**config.mk**
```make
export PLATFORM = sky130hd
export DESIGN_NAME = regfile_wr_arb
export DESIGN_NICKNAME = d
export VERILOG_FILES = /design/src/rtl/regfile_wr_arb.sv
export SDC_FILE = /design/constraint.sdc
export NUM_CORES = 1
export LEC_CHECK = 0
export ABC_AREA = 1
export BUFFER_PORTS_ARGS = -buffer_cell sky130_fd_sc_hd__buf_2
export CAP_MARGIN = 20
export CORE_MARGIN = 5
export CORE_UTILIZATION = 44
export DETAILED_ROUTE_END_ITERATION = 8
export PLACE_DENSITY = 0.82
export RECOVER_POWER = 25
export SLEW_MARGIN = 20
export SYNTH_ARGS = -nofsm -noshare
export SYNTH_HDL_FRONTEND = slang
export SYNTH_SLANG_ARGS = --single-unit
```
**constraint.sdc**
```tcl
create_clock -name clk -period 1.55 [get_ports clk]
set_input_delay 0.31 -clock clk [delete_from_list [all_inputs] [get_ports clk]]
set_output_delay 0.31 -clock clk [all_outputs]
set_load 0.1 [all_outputs]
```
**src/rtl/regfile_wr_arb.sv**
```systemverilog
// Register-file write-port arbiter: grants one of NREQ writeback sources per cycle,
// registers the winning write and publishes a pending-write mask. Define REGFILE_ARB_RR_EN for round-robin.
module regfile_wr_arb #(
   parameter int NREQ = 3
) (
   input  logic               clk,
   input  logic               rst,
   input  logic [NREQ-1:0]    req_valid,
   output logic [NREQ-1:0]    req_ready,
   input  logic [5*NREQ-1:0]  req_addr,
   input  logic [32*NREQ-1:0] req_data,
   output logic               we,
   output logic [4:0]         wAddr,
   output logic [31:0]        wData,
   output logic [31:0]        pend_mask,
   output logic [NREQ-1:0]    last_grant
);

   localparam int PW = (NREQ > 1) ? $clog2(NREQ) : 1;

   logic [NREQ-1:0] grant;
   logic            xfer;
   logic [4:0]      sel_addr;
   logic [31:0]     sel_data;

   logic            we_q;
   logic [4:0]      waddr_q;
   logic [31:0]     wdata_q;
   logic [NREQ-1:0] lg_q;

`ifdef REGFILE_ARB_RR_EN
   logic [PW-1:0] ptr_q, ptr_d;
   logic [PW-1:0] gidx;

   // Scan from the pointer with wrap-around; the first valid requester wins.
   always_comb begin
      logic          found;
      logic [PW:0]   sum;
      logic [PW-1:0] idx;
      grant = '0;
      gidx  = '0;
      found = 1'b0;
      sum   = '0;
      idx   = '0;
      for (int k = 0; k < NREQ; k++) begin
         sum = {1'b0, ptr_q} + (PW+1)'(k);
         if (sum >= (PW+1)'(NREQ)) sum = sum - (PW+1)'(NREQ);
         idx = sum[PW-1:0];
         if (!found && req_valid[idx]) begin
            found      = 1'b1;
            grant[idx] = 1'b1;
            gidx       = idx;
         end
      end
   end

   assign ptr_d = (gidx == PW'(NREQ-1)) ? '0 : gidx + PW'(1);

   always_ff @(posedge clk) begin
      if (rst)       ptr_q <= '0;
      else if (xfer) ptr_q <= ptr_d;
   end
`else
   always_comb begin
      logic found;
      grant = '0;
      found = 1'b0;
      for (int k = 0; k < NREQ; k++) begin
         if (!found && req_valid[k]) begin
            found    = 1'b1;
            grant[k] = 1'b1;
         end
      end
   end
`endif

   // No handshake can complete while reset is asserted.
   assign req_ready = rst ? '0 : grant;
   assign xfer      = |req_ready;

   always_comb begin
      sel_addr = '0;
      sel_data = '0;
      for (int i = 0; i < NREQ; i++) begin
         if (grant[i]) begin
            sel_addr = sel_addr | req_addr[i*5 +: 5];
            sel_data = sel_data | req_data[i*32 +: 32];
         end
      end
   end

   always_ff @(posedge clk) begin
      if (rst) begin
         we_q    <= 1'b0;
         waddr_q <= '0;
         wdata_q <= '0;
         lg_q    <= '0;
      end else begin
         we_q <= xfer && (sel_addr != 5'd0);
         if (xfer) begin
            waddr_q <= sel_addr;
            wdata_q <= sel_data;
            lg_q    <= grant;
         end
      end
   end

   // Queued writes plus the one sitting in the output register; $0 never counts.
   always_comb begin
      pend_mask = '0;
      for (int i = 0; i < NREQ; i++)
         if (req_valid[i]) pend_mask[req_addr[i*5 +: 5]] = 1'b1;
      if (we_q) pend_mask[waddr_q] = 1'b1;
      pend_mask[0] = 1'b0;
   end

   assign we         = we_q;
   assign wAddr      = waddr_q;
   assign wData      = wdata_q;
   assign last_grant = lg_q;

endmodule

```
# After elaboration in Yosys (flattened, before gate mapping)
# Index checks and enable logic that the tools add are counted.
dict set report classes {
  n_mux 23
  reduce_logical 11
  bitwise 7
  order_cmp 8
}
# operator count
set ops {}
lappend ops {{2-to-1 mux 32 bit} 7}
lappend ops {{bitwise OR 32 bit} 5}
lappend ops {{less-than comparator 5 x 6 -> 1 bit, second input constant} 4}
lappend ops {{demux 1 bit (select 5 bit)} 4}
lappend ops {{>= comparator 5 x 1 -> 1 bit, second input constant} 4}
lappend ops {{2-to-1 mux 5 bit} 3}
lappend ops {{bitwise OR 5 bit} 2}
lappend ops {{2-to-1 mux 1 bit} 8}
lappend ops {{logical AND 1 bit} 7}
lappend ops {{nonzero test 5 bit} 1}
lappend ops {{2-to-1 mux 3 bit} 1}
lappend ops {{OR reduction 3 bit} 1}
lappend ops {{logical NOT 1 bit} 2}
dict set report word_totals {
  regBits 41
  word_cells 53
  out_inout_bits 76
}

# Longest topological paths before layout
# Gate-level depths: netlist of the first run.
dict set report logic_depth {
  depth_word 11
  ltp_mapped 9
  mapped_depth_nobuf 8
}

# Worst setup path before layout of the first run
# Ideal clock, no wire load.
dict set report synth_path {
  path_kind {register to output}
  from {reg waddr_q[1], in the netlist wAddr[1]}
  to {out pend_mask[26]}
  arrival_time_ps 3585
  slack_ps -2345
  path_stages_with_launch 3
  required_ps 1240
  path_buffers 0
  path_cell_list {dfxtp_1 -> nand3_1 -> o21ai_0}
}
dict set report synth_between {
  elab_chain_len 6
  elab_cells_between_ends 7
  cone_classes {2 x order compare; 3 x mux; 1 x bitwise; 1 x reduce/logical}
}
# element line
set synth_lines {}
lappend synth_lines {{start, declared} 27} ;# logic [4:0] waddr_q;
lappend synth_lines {{start signal, assigned} 101} ;# waddr_q <= sel_addr;
lappend synth_lines {{less-than comparator 5 x 6 -> 1 bit (implied by the code) / >= comparator 5 x 1 -> 1 bit (equally long branches)} 113} ;# if (we_q) pend_mask[waddr_q] = 1'b1;
lappend synth_lines {{logical AND 1 bit (implied by the code)} 113}
lappend synth_lines {{2-to-1 mux 1 bit (implied by the code)} 113}
lappend synth_lines {{demux 1 bit (select 5 bit) *} 113}
lappend synth_lines {{bitwise OR 32 bit (no source line) *} n/a}
lappend synth_lines {{2-to-1 mux 32 bit *} 113}
lappend synth_lines {{end, declared} 15} ;# output logic [31:0] pend_mask,
# Every way passes the cells marked *; elsewhere a longest branch is shown, timed or not.

# Final worst setup path of the first run
dict set report layout_path {
  from {in req_valid[0]}
  to {out pend_mask[7]}
}
dict set report layout_between {
  elab_chain_len 7
}
# element line
set layout_lines {}
lappend layout_lines {{start, declared} 8} ;# input logic [NREQ-1:0] req_valid,
lappend layout_lines {{2-to-1 mux 32 bit *} 112} ;# if (req_valid[i]) pend_mask[req_addr[i*5 +: 5]] = 1'b1;
lappend layout_lines {{bitwise OR 32 bit (no source line)} n/a}
lappend layout_lines {{2-to-1 mux 32 bit *} 112}
lappend layout_lines {{bitwise OR 32 bit (no source line)} n/a}
lappend layout_lines {{2-to-1 mux 32 bit *} 112}
lappend layout_lines {{bitwise OR 32 bit (no source line)} n/a}
lappend layout_lines {{2-to-1 mux 32 bit *} 113}
# Marks and branches as above.

==> results.py, run 1 <==
metrics = {
    "power_and_ir_drop": {
        "switching_share_pct": 50.1,
        "ir_worst_vdd_mv": 0.513,
        "power.leakage_nw": 2.90,
        "power_density_nw_per_um2": 690,
        "comb_power_share_pct": 54.7,
        "seqPwrFrac_pct": 28.4,
        "p_int_mw": 2.15,
        "clockPowerShare_pct": 16.9,
        "switching_power_mw": 2.16,
    },
    "synthesis": {
        "synthMuxAreaShare_pct": 0,
        "synthArstFlopShare_pct": 0,
        "ys_ff_latch": 41,
        "synth_xor_area_share_pct": 0,
        "synth_top_family_by_area": "simple AND/OR/NAND/NOR gates",
        "synth_flop_cell": "dfxtp_1",
        "yosysWarningCount": 0,
        "syn_area_per_cell_um2": 5.84,
        "synth-simple-area-share_pct": 43.6,
        "synth_cells": 539,
        "synth-adder-area-share_pct": 0,
        "yosysSeqAreaShare_pct": 26.1,
        "syn_area_um2": 3150,
        "synth_edf_count": 0,
        "synth_compound_area_share_pct": 20.8,
        "synth.largest_area_cell": "dfxtp_1",
        "synth_top_area_share_pct": 26.1,
        "synth_area_leaders": "dfxtp_1 26%, nand3_1 15%, nor2_1 13%",
        "synth_cell_type_count": 27,
        "synth_nets": 655,
    },
    "floorplan": {
        "core_um2": 6870,
        "die_x_um": 94.6,
        "io_pins": 192,
        "chipHeight_um": 94.6,
        "start_util_pct": 45.8,
        "dieArea_um2": 8940,
        "rows": 30,
    },
    "cells_and_area": {
        "nNetsFinal": 913,
        "area_growth_pct": 98.6,
        "regArea_um2": 843,
        "multi_input_area_um2": 2720,
        "antenna_cells": 0,
        "mostFrequentLayoutCells": "153 x buf_2, 100 x nor2_1, 100 x nand2_1",
        "fillers": 312,
        "fin_util_pct": 91.0,
        "final_common_cell": "buf_2",
        "drive_above_1_share_pct": 48.0,
    },
    "drt": {
        "vias_per_cell": 5.95,
        "dr.pass1.iters": 5,
        "initialDrtViolationCount": 476,
        "drc": 0,
        "wl_um": 17100,
        "ant_nets": 0,
        "wl_per_cell_um": 19.1,
        "vias": 5318,
    },
    "cts": {
        "clkSinkCount": 41,
        "cts.htree.levels": 2,
        "clk_pin_slew_ns": 0.09,
        "cts_tree": "done",
        "worstSkewPairLatency_ns": 0.30,
        "clk_path_buf_depth": 2,
        "cts_root_buf": "clkbuf_8",
        "cts_buffers": 5,
    },
    "worst_setup_path": {
        "worstSetupPathType": "in -> out",
        "worstPathRequired_ns": 1.24,
        "crit_chain": "buf_2 > nand2_1 > nor2_1 > inv_2 > nor2_1 > a21oi_1 > o221ai_4 > buf_12",
        "path_max_fanout": 6,
        "crit_path_frequent_cell": "nor2_1",
        "crit_family": "buffers and inverters",
        "r2r-start": "wAddr[2]$_SDFFE_PP0P_",
        "cp_num_buf_inv": 3,
        "crit_slowest_cell": "a21oi_1",
        "startpoint_type": "input port",
        "setup.worst_path.start": "req_valid[0]",
        "critPathCaptureType": "output pin",
        "cpPeakStageDelay_ns": 0.27,
        "cp.arrival_ns": 1.59,
    },
    "timing": {
        "worstMarginPinSlew_ns": 0.515,
        "maxSlewHeadroom_pct": 65.9,
        "fin_skew_ns": 0,
        "hold_viol": 0,
        "fin_ws_ns": -0.348,
        "rsz0062_at_grt": "yes",
        "fin_crit_sh_pct": 122,
        "min_period_ns": 1.90,
        "setup_viol": 33,
        "fmax_mhz": 527,
        "drv_slew": 0,
        "finalSetupTns_ns": -7.78,
    },
    "global_route": {
        "grt_remaining_overflow": 0,
        "antenna_found_initial": 0,
        "grt_start_max_net_pins": 39,
        "grt_pass1_vias": 5064,
        "grt_pass1_wl_um": 23800,
        "grtUsageTotal_pct": 33.5,
    },
    "min_path": {
        "min-delay-start": "rst",
        "hold_path.class": "in -> reg",
    },
    "outcome": {
        "status": "finished, violations left",
        "violations": "negative setup slack",
    },
    "place": {
        "gp_congestion": 1.12,
        "portBuffers": 190,
        "hpwl_um": 11600,
    },
    "job": {
        "cap_viol_max_count": 0,
    },
}
final cells by class:
| cell class | count | share of cell area, % |
|---|---|---|
| clock buffers | 6 | 1.16 |
| inverters | 37 | 2.58 |
| well taps | 96 | 1.92 |
| multi-input cells | 433 | 43.5 |
| repair buffers | 279 | 37.1 |
| flip-flops and latches | 41 | 13.5 |
| clock inverters | 2 | 0.220 |
power groups by stage:
stage	combinational [mW]	sequential [mW]	clock (mW)
5_1_grt	2.45	1.23	0.771
3_3_place_gp	2.12	1.23	0
2_1_floorplan	0.800	1.88	0
4_1_cts	2.23	1.22	0.720
3_5_place_dp	2.15	1.24	0
6_report	2.36	1.22	0.730
cell usage after synthesis, types with 4 or more instances:
cell and n:
nor3_1 4, a21oi_1 42, o221ai_1 24, nand2_1 102
buf_2 15, inv_1 35, o21ai_0 30, dfxtp_1 41
nor2_1 111, nand3_1 97, clkbuf_1 6, o22ai_1 8
buf_4 4
sequential cells by signal, indices dropped and copies added, names as in the netlist:
register	flops
wAddr	5
wData	32
we	1
last_grant	3
layer usage:
layer	share of wire [%]	global-route usage [%]	vias to the layer above
met2	46	57.2	471
met4	8.4	19.1	0
li1	-	-	2352
met5	0	0	-
met1	34	38.3	2350
met3	12	7.73	145
cell families (layout without fill, tap and decap cells):
family | count (synthesis) | in the layout
compound gates | 109 | 109
buf+inv | 65 | 324
flops | 41 | 41
other cells | 1 | 1
simple gates | 323 | 323
worst register-to-register path, delay by kind of cell, from the launching register on:
family                 cells  cell delay [ns]
buffers and inverters      2             0.26
flip-flops                 1             0.37
AO/OA/AOI/OAI              2             0.16
worst paths after layout:
check | endpoint | slack (ns) | cells after the start
max reg2reg | wAddr[2]$_SDFFE_PP0P_ | 0.65 | 4
min reg2reg | last_grant[0]$_SDFFE_PP0P_ | 0.48 | 2
max | pend_mask[7] | -0.35 | 8
min | last_grant[0]$_SDFFE_PP0P_ | 0.27 | 2
metrics by stage:
step	hold slack [ns]	cells	setup WS, ns	cell area, µm²	power [mW]
4_1_cts	0.281	882	-0.281	5950	4.17
6_report	0.273	894	-0.348	6250	4.31
3_5_place_dp	0.464	871	-0.227	5590	3.39
2_1_floorplan	0.379	539	-0.965	3500	2.68
5_1_grt	0.300	894	-0.466	6250	4.46
3_3_place_gp	0.451	871	-0.201	5590	3.35
repair_timing:
action	4_1_cts	5_1_grt
endpoints found under the setup margin	33	36
hold buffers	0	0
buffers inserted	3	11
resized for setup	52	41
endpoints found under the hold margin	0	0
cloned	0	1
pin swaps	10	14
Power figures use the tool's default switching activity.
==> run 2, diff against run 1 <==
==> constraint.sdc (replaced) <==
create_clock -name clk -period 1.55 [get_ports clk]
set_input_delay 0.31 -clock clk [delete_from_list [all_inputs] [get_ports clk]]
set_output_delay 0.31 -clock clk [all_outputs]
set_load 0.01 [all_outputs]
==> results.py, run 2 (synthesis gave the netlist of run 1 again) <==
metrics = {
    "drt": {
        "vias_per_cell": 5.75,
        "vias": 5133,
        "dr.pass1.iters": 6,
        "ant_nets": 0,
        "initialDrtViolationCount": 473,
        "drc": 0,
        "wl_per_cell_um": 17.2,
        "wl_um": 15400,
    },
    "timing": {
        "rsz0062_at_grt": "yes",
        "min_period_ns": 1.75,
        "drv_slew": 0,
        "fin_skew_ns": 0,
        "hold_ws_ns": 0.232,
        "hold_viol": 0,
        "fin_ws_ns": -0.204,
        "finalSetupTns_ns": -4.41,
        "fmax_mhz": 570,
        "setup_viol": 32,
        "fin_crit_sh_pct": 113,
    },
    "floorplan": {
        "rows": 30,
        "dieArea_um2": 8940,
        "chipHeight_um": 94.6,
        "core_um2": 6870,
        "start_util_pct": 45.8,
        "io_pins": 192,
        "die_x_um": 94.6,
    },
    "worst_setup_path": {
        "cp_num_buf_inv": 3,
        "cp.arrival_ns": 1.44,
        "worstPathRequired_ns": 1.24,
        "cpPeakStageDelay_ns": 0.38,
        "reg2regPathDepth": 5,
        "worstSetupPathType": "reg -> out",
        "crit_cells": 6,
        "critPathCaptureType": "output pin",
        "crit_chain": "buf_6 > nor2_4 > nand2_4 > buf_6 > o211ai_1 > buf_2",
        "r2r_setup_slack_ns": 0.51,
        "crit_path_frequent_cell": "buf_6",
        "startpoint_type": "flip-flop",
        "crit_slowest_cell": "dfxtp_4",
        "crit_family": "buffers and inverters",
        "path_max_fanout": 5,
    },
    "min_path": {
        "hold_path_depth": 2,
        "hold_path.class": "in -> reg",
    },
    "cells_and_area": {
        "nNetsFinal": 912,
        "drive_above_1_share_pct": 43.5,
        "final_common_cell": "buf_2",
        "area_growth_pct": 73.7,
        "largest_reg_flops": 32,
        "mostFrequentLayoutCells": "162 x buf_2, 103 x nor2_1, 100 x nand2_1",
        "fillers": 535,
        "antenna_cells": 0,
    },
    "global_route": {
        "grt_start_max_net_pins": 33,
        "antenna_found_initial": 0,
        "grtUsageTotal_pct": 32.1,
        "grt_remaining_overflow": 0,
        "grt_pass1_vias": 4807,
        "grt_pass1_wl_um": 23000,
    },
    "power_and_ir_drop": {
        "power_mw": 3.41,
        "ir_worst_vdd_mv": 0.575,
        "power.leakage_nw": 2.71,
        "power_density_nw_per_um2": 624,
    },
    "place": {
        "hpwl_um": 11500,
        "portBuffers": 190,
        "pre_cts_slack_ns": -0.123,
        "gp_congestion": 1.02,
    },
    "cts": {
        "clkSinkCount": 41,
        "cts_root_buf": "clkbuf_8",
        "cts_buffers": 5,
        "worstSkewPairLatency_ns": 0.30,
        "clk_path_buf_depth": 2,
        "cts.htree.levels": 2,
        "cts_tree": "done",
        "clk_pin_slew_ns": 0.09,
    },
    "outcome": {
        "violations": "negative setup slack",
        "status": "finished, violations left",
    },
    "job": {
        "cap_viol_max_count": 0,
    },
}
[run 2: per-stage QoR]
stage,cells,area [µm²],utilization (%)
global route,893,5470,79.6
detailed placement,873,4650,67.7
global placement,873,4650,67.7
CTS,886,5170,75.3
floorplan,539,3150,-
finish,893,5470,79.6
[run 2: worst reg2reg max path: stages (launching register included)]
cell and delay, ns:
dfxtp_4 0.38, buf_6 0.13, buf_4 0.13, buf_4 0.13, o21ai_1 0.12, a21oi_1 0.05
[run 2: cell type report]
cell class                      instances  area [µm²]  share of cell area (%)
Clock inverter                          3        46.3                   0.847
Clock buffer                            5        68.8                    1.26
Tap cell                               96         120                    2.20
Inverter                               37         156                    2.86
Multi-Input combinational cell        433        2490                    45.6
Sequential cell                        41         841                    15.4
Timing Repair Buffer                  278        1740                    31.9
[run 2: what timing repair did]
action / 4_1_cts / 5_1_grt
endpoints found under the setup margin: 31 / 32
buffers inserted: 5 / 7
hold buffers: 0 / 0
gates resized for setup: 84 / 50
pin swaps: 24 / 14
[run 2: path summary, 6_finish.rpt]
check / startpoint / end
worst max-delay path: wAddr[1]$_SDFFE_PP0P_ / pend_mask[20]
worst min-delay path: rst / last_grant[0]$_SDFFE_PP0P_
worst max register to register: wAddr[1]$_SDFFE_PP0P_ / wAddr[1]$_SDFFE_PP0P_
worst min register to register: last_grant[0]$_SDFFE_PP0P_ / last_grant[0]$_SDFFE_PP0P_
[run 2: per-layer routing]
| metal | vias up | track usage, % | routed length, µm |
|---|---|---|---|
| met5 | - | 0 | 0 |
| met4 | 0 | 11.5 | 441 |
| met3 | 51 | 9.08 | 1850 |
| met2 | 361 | 54.3 | 7400 |
| met1 | 2371 | 38.8 | 5720 |
| li1 | 2350 | - | - |
[run 2: where the power goes]
part           internal (mW)  switching, mW  total [mW]
Combinational          0.569          0.747        1.32
Sequential              1.14         0.0752        1.22
Clock                  0.482          0.393       0.876
Total                   2.20           1.22        3.41
